**src/rtl/mem_port_arbiter.sv**
```systemverilog
// mem_port_arbiter: round-robin sharing of one block memory port between an instruction and a data requester
`timescale 1ns/1ps
module mem_port_arbiter #(
  parameter int ADDR_WIDTH  = 16,
  parameter int BLOCK_WIDTH = 64
) (
  input  logic                   clk,
  input  logic                   reset_n,
  input  logic                   req1_valid,
  input  logic [ADDR_WIDTH-1:0]  req1_addr,
  output logic                   res1_ready,
  output logic [BLOCK_WIDTH-1:0] res1_data,
  input  logic                   req2_valid,
  input  logic                   req2_rw,
  input  logic [ADDR_WIDTH-1:0]  req2_addr,
  input  logic [BLOCK_WIDTH-1:0] req2_wdata,
  output logic                   res2_ready,
  output logic                   res2_ack,
  output logic [BLOCK_WIDTH-1:0] res2_data,
  output logic                   mem_valid,
  output logic                   mem_rw,
  output logic [ADDR_WIDTH-1:0]  mem_addr,
  output logic [BLOCK_WIDTH-1:0] mem_wdata,
  input  logic                   mem_done,
  input  logic [BLOCK_WIDTH-1:0] mem_rdata
);
  typedef enum logic [1:0] {IDLE, BUSY, RESP} state_t;
  state_t                 state_q, state_d;
  logic                   owner_q, owner_d;
  logic                   last_q, last_d;
  logic                   rw_q, rw_d;
  logic [ADDR_WIDTH-1:0]  addr_q, addr_d;
  logic [BLOCK_WIDTH-1:0] wdata_q, wdata_d;
  logic [BLOCK_WIDTH-1:0] res1_q, res1_d;
  logic [BLOCK_WIDTH-1:0] res2_q, res2_d;
  logic                   g1, g2;
  // owner_q/last_q: 1 means port 2; port 1 wins a tie unless it was granted last
  assign g1 = req1_valid && (!req2_valid || last_q);
  assign g2 = req2_valid && !g1;
  assign mem_valid  = state_q == BUSY;
  assign mem_rw     = rw_q;
  assign mem_addr   = addr_q;
  assign mem_wdata  = wdata_q;
  assign res1_ready = state_q == RESP && !owner_q;
  assign res2_ready = state_q == RESP && owner_q && !rw_q;
  assign res2_ack   = state_q == RESP && owner_q && rw_q;
  assign res1_data  = res1_q;
  assign res2_data  = res2_q;
  // state and latched request/response registers; reset abandons any transaction in flight
  always_ff @(posedge clk or negedge reset_n) begin
    if (!reset_n) begin
      state_q <= IDLE;
      owner_q <= 1'b0;
      last_q  <= 1'b1;
      rw_q    <= 1'b0;
      addr_q  <= '0;
      wdata_q <= '0;
      res1_q  <= '0;
      res2_q  <= '0;
    end else begin
      state_q <= state_d;
      owner_q <= owner_d;
      last_q  <= last_d;
      rw_q    <= rw_d;
      addr_q  <= addr_d;
      wdata_q <= wdata_d;
      res1_q  <= res1_d;
      res2_q  <= res2_d;
    end
  end
  // grant in IDLE, wait for memory in BUSY, one response cycle in RESP
  always_comb begin
    state_d = state_q;
    owner_d = owner_q;
    last_d  = last_q;
    rw_d    = rw_q;
    addr_d  = addr_q;
    wdata_d = wdata_q;
    res1_d  = res1_q;
    res2_d  = res2_q;
    case (state_q)
      IDLE: if (g1 || g2) begin
        state_d = BUSY;
        owner_d = g2;
        last_d  = g2;
        rw_d    = g2 && req2_rw;
        addr_d  = g2 ? req2_addr : req1_addr;
        wdata_d = (g2 && req2_rw) ? req2_wdata : '0;
      end
      BUSY: if (mem_done) begin
        state_d = RESP;
        res1_d  = !owner_q ? mem_rdata : res1_q;
        res2_d  = (owner_q && !rw_q) ? mem_rdata : res2_q;
      end
      default: state_d = IDLE;
    endcase
  end
endmodule

```
**config.mk**
```make
export PLATFORM = sky130hd
export DESIGN_NAME = mem_port_arbiter
export DESIGN_NICKNAME = d
export VERILOG_FILES = /design/src/rtl/mem_port_arbiter.sv
export SDC_FILE = /design/constraint.sdc
export NUM_CORES = 1
export LEC_CHECK = 0
export CELL_PAD_IN_SITES_DETAIL_PLACEMENT = 1
export CELL_PAD_IN_SITES_GLOBAL_PLACEMENT = 1
export CORE_AREA = 3 3 148 150
export DETAILED_ROUTE_END_ITERATION = 8
export DIE_AREA = 0 0 151 153
export DONT_BUFFER_PORTS = 1
export MAX_ROUTING_LAYER = met4
export PLACE_DENSITY = 0.6
export SLEW_MARGIN = 20
export SYNTH_ARGS = -nofsm -noshare
export SYNTH_HDL_FRONTEND = slang
export SYNTH_SLANG_ARGS = --single-unit
```
**constraint.sdc**
```tcl
create_clock -name clk -period 2.86 [get_ports clk]
set_clock_uncertainty 0.05 [all_clocks]
set_input_delay 0.572 -clock clk [delete_from_list [all_inputs] [get_ports clk]]
set_output_delay 0.572 -clock clk [all_outputs]
set_load 0.05 [all_outputs]
```
==> results.toml, run 1 <==
[floorplan]
dieArea_um2 = 23100
row_count = 53
start_util = 0.386
die_w_um = 151
coreArea_um2 = 20800
io_pins = 379
die_h_um = 153

[yosys]
synth_edf_count = 0
synth.most_common_cell = "dfrtp_1"
yosys.area.top_type = "dfrtp_1"
synthesis.area_um2 = 8050
seq_area_frac_synth = 0.663
synth_cells = 488
async_flop_share = 1.00
synth_top_area_share = 0.659
synth_fp_nets = 654
yosys-top-cells-count = "dfrtp_1, mux2_2, a22o_1, mux2_1, buf_4"
synth_seq_cells = 213
synth_area_per_cell_um2 = 16.5
ys_warn_count = 0
yosys-top-cells-area = "dfrtp_1, mux2_2, a22o_1"
ys.flop_type = "dfrtp_1"
yosys.cell_types.count = 25

[worst_setup_path]
crit_type = "reg2out"
cp_top_family = "flip-flops"
r2r_end = "mem_wdata[41]$_DFFE_PN0P_"
worst-path-stages = 1
crit_start = "mem_rw$_DFFE_PN0P_"
end_kind = "primary output"
r2r_start = "last_q$_DFFE_PN1P_"
worstRegToRegCells = 4
slowest_delay_ns = 0.76
worstPathRequired_ns = 2.24
critical_path.max_fanout = 5
worst-path-buf-inv = 0
cp-start-kind = "flop"
critical_path.cell_chain = "and3_1"
reg2reg_slack_ns = 0.87
arrival_ns = 1.87
critPathSlowestCell = "dfrtp_1"
cp-endpoint = "res2_ack"

[drt]
drtAntennaViolNets = 0
drc_errors = 0
detailroute.via_count = 4262
post_drt_wl_per_cell_um = 25.9
drt_iter0_markers = 91
postRouteWirelength_um = 20100
routed_via_density = 5.51
dr.pass1.iters = 4

[place]
io_buffers = 0
dp_hpwl_um = 14100
placed_area_um2 = 8280
place_congestion = 0.769
post-place-ws_ns = 0.652

[sta]
drv_slew = 0
setup_viol = 0
min_period_ns = 2.49
whs_ns = -0.272
slew-limit-headroom = 0.554
rsz0062_at_grt = "no"
fmax_ghz = 0.401
worst_slew_pin_slew_ns = 0.670
setup_slack_ns = 0.368
fin_setup_tns_ns = 0
finalHoldViolCount = 212
finalCritPeriodShare = 0.871

[final_layout]
multi_input_area_um2 = 2520
seq_area_um2 = 5330
final_area_um2 = 8960
drive_gt1_frac = 0.371
num_antenna_cells = 0
area_growth_pct = 11.3
finalNetCount = 653
fillers = 2013

[worst_hold_path]
min_path_type = "in2async"

[clock_network]
htree_levels = 1
clk_latency_ns = 0.49
clock_path_buffers = 3
cts_tree = "done"
clk_pin_slew_ns = 0.06
clkSinkCount = 213
cts_root_buffer = "clkbuf_16"
cts-buffers-inserted = 22

[global_route]
grt_max_degree = 214
antenna_found_initial = 0
grt_usage = 0.168
grt_overflow_total = 0
grt_pass1_vias = 4840
grt_pass1_wl_um = 29500

[status]
status = "finished with violations"
violations = "hold timing"

[job]
drv_cap = 0
-- metal layers --
layer / part of all wire / vias to the layer above / GRT usage / routed length, µm
met4: 0.013 / 0 / 0.0337 / 255
li1: - / 1763 / - / -
met1: 0.32 / 2227 / 0.171 / 6410
met3: 0.13 / 15 / 0.0744 / 2660
met2: 0.53 / 257 / 0.300 / 10700
met5: 0 / - / - / 0
-- sequential cells by signal, summed over array words and instances, names as in the netlist --
name	count
last_q	1
res1_data	64
res2_data	64
mem_rw	1
mem_wdata	64
owner_q	1
state_q	2
mem_addr	16
-- final cells by class --
class / instances / share of cell area
Clock inverter: 4 / 0.00503
Clock buffer: 32 / 0.0703
Multi-Input combinational cell: 241 / 0.281
Inverter: 4 / 0.00168
Tap cell: 275 / 0.0384
Timing Repair Buffer: 5 / 0.00838
Sequential cell: 213 / 0.595
-- worst min path at each step --
stage,depth (start not counted),startpoint,end
finish,0,reset_n,res2_data[16]$_DFFE_PN0P_
global route,0,reset_n,res2_data[18]$_DFFE_PN0P_
CTS,0,reset_n,res2_data[18]$_DFFE_PN0P_
detailed placement,0,reset_n,res2_data[17]$_DFFE_PN0P_
global placement,0,reset_n,res2_data[17]$_DFFE_PN0P_
floorplan,0,reset_n,mem_addr[0]$_DFFE_PN0P_
-- what timing repair did --
item / CTS / global route
gates resized for setup: 0 / 0
endpoints found under the hold margin: 213 / 213
setup buffers: 0 / 0
-- per-stage QoR --
step / instances / util
3_5_place_dp: 738 / 0.398
5_1_grt: 774 / 0.430
3_3_place_gp: 738 / 0.398
2_1_floorplan: 488 / -
4_1_cts: 774 / 0.430
6_report: 774 / 0.430
-- logic make-up after synthesis --
logic type      after synthesis  synth area share
compound gates               68            0.0731
buf+inv                      34            0.0277
simple gates                 11            0.0101
mux                         162             0.226
flops                       213             0.663
-- cells in the final DEF (no fill, tap or decap), types with 2 or more instances in the layout --
cell type  instances
mux2_2           145
clkbuf_1           7
clkinv_2           3
buf_4              2
clkbuf_16         23
buf_12             3
clkbuf_8           2
inv_1              4
a22o_1            64
dfrtp_1          212
mux2i_1            2
nor2_1             2
mux2_1            15
Power of run 1 is not shown: default switching activity piles up to over one toggle a cycle in this logic, so the estimate is an artifact.
==> run 2: changes to the inputs <==
clock period = 3.2 ns   (was 2.86 ns; I/O delays follow)
==> run 2 against run 1 <==
Effect of this change: the flow still finishes with violations (hold timing); worst setup slack improved by 0.28 ns; non-clock buffer count rose by 1; via count hardly changed; routed wire length grew 1.0%; hold slack improved by 0.062 ns; largest cell class unchanged.
==> results.toml, run 2 (same netlist as run 1, synthesis figures left out) <==
[clock_network]
cts_tree = "done"
ctsResizeCount = 0
clk_latency_ns = 0.49
cts_root_buffer = "clkbuf_16"
clkSinkCount = 213
clk_pin_slew_ns = 0.06
post_cts_buffers = 0
cts-buffers-inserted = 23
clock_path_buffers = 3
htree_levels = 1

[drt]
dr.pass1.iters = 4
drt_iter0_markers = 130
detailroute.via_count = 4263
drtAntennaViolNets = 0
routed_via_density = 5.49
drc_errors = 0
postRouteWirelength_um = 20300
post_drt_wl_per_cell_um = 26.1

[worst_setup_path]
worst-path-stages = 1
end_kind = "primary output"
worstPathRequired_ns = 2.51
worst-path-buf-inv = 0
crit_type = "reg2out"
cp_top_family = "flip-flops"
r2r_end = "mem_wdata[41]$_DFFE_PN0P_"
critPathSlowestCell = "dfrtp_1"
worstRegToRegCells = 4
slowest_delay_ns = 0.75
cp-start-kind = "flop"
critical_path.max_fanout = 5
reg2reg_slack_ns = 1.24
critical_path.cell_chain = "and3_1"
r2r_start = "last_q$_DFFE_PN1P_"
arrival_ns = 1.86

[sta]
finalHoldViolCount = 212
rsz0062_at_grt = "no"
drv_slew = 0
min_period_ns = 2.55
whs_ns = -0.210
setup_viol = 0
slew-limit-headroom = 0.452
worst_slew_pin_slew_ns = 0.818
fin_setup_tns_ns = 0
finalCritPeriodShare = 0.798
fmax_ghz = 0.391

[final_layout]
layout_common_cells = "dfrtp_1, mux2_2, a22o_1"
num_antenna_cells = 0
finalNetCount = 655
final_common_cell = "dfrtp_1"
multi_input_area_um2 = 2520
fillers = 2053
area_growth_pct = 12.0
drive_gt1_frac = 0.378
fin_util = 0.433
seq_area_um2 = 5330

[global_route]
antenna_found_initial = 0
grt_overflow_total = 0
grt_usage = 0.170
grt_max_degree = 214
grt_pass1_vias = 4856
grt_pass1_wl_um = 29600

[floorplan]
coreArea_um2 = 20800
start_util = 0.386
row_count = 53
dieArea_um2 = 23100
die_w_um = 151
io_pins = 379
die_h_um = 153

[status]
status = "finished with violations"
violations = "hold timing"

[place]
io_buffers = 0
place_congestion = 0.773
dp_hpwl_um = 14400

[worst_hold_path]
min_path_type = "in2async"

[job]
drv_cap = 0
[run 2: cell count changes in the layout (fill, tap and decap cells not counted)]
| cell | change |
|---|---|
| clkbuf_1 | -2 |
| buf_4 | +1 |
| bufinv_16 | +1 |
| clkbuf_8 | +1 |
| clkinv_2 | +1 |
| clkinv_4 | +1 |
[run 2: worst max-delay path by stage]
stage,start,end
4_1_cts,mem_rw$_DFFE_PN0P_,res2_ack
3_5_place_dp,req2_valid,mem_wdata[41]$_DFFE_PN0P_
6_report,mem_rw$_DFFE_PN0P_,res2_ack
2_1_floorplan,mem_rw$_DFFE_PN0P_,res2_ready
5_1_grt,mem_rw$_DFFE_PN0P_,res2_ack
3_3_place_gp,req2_valid,mem_wdata[10]$_DFFE_PN0P_
[run 2: stage by stage]
stage / setup slack, ns / instance area (µm²) / std cells / hold WS [ns]
global route: 0.583 / 9010 / 777 / -0.238
floorplan: 1.17 / 8050 / 488 / 0.294
finish: 0.645 / 9010 / 777 / -0.210
global placement: 1.04 / 8290 / 739 / 0.299
detailed placement: 0.949 / 8290 / 739 / 0.299
CTS: 0.599 / 9010 / 777 / -0.234
[run 2: cell type report]
type                    instances  share of cell area
flip-flops and latches        213               0.591
multi-input cells             241               0.279
repair buffers                  6             0.00916
clock inverters                 7             0.00986
well taps                     275              0.0382
clock buffers                  31              0.0705
inverters                       4             0.00167
[run 2: metal layers]
layer / track usage / wire, µm
met3: 0.0744 / 2780
met1: 0.175 / 6540
met2: 0.291 / 10400
met5: - / 0
met4: 0.0514 / 538
Power of run 2 is left out for the same reason.
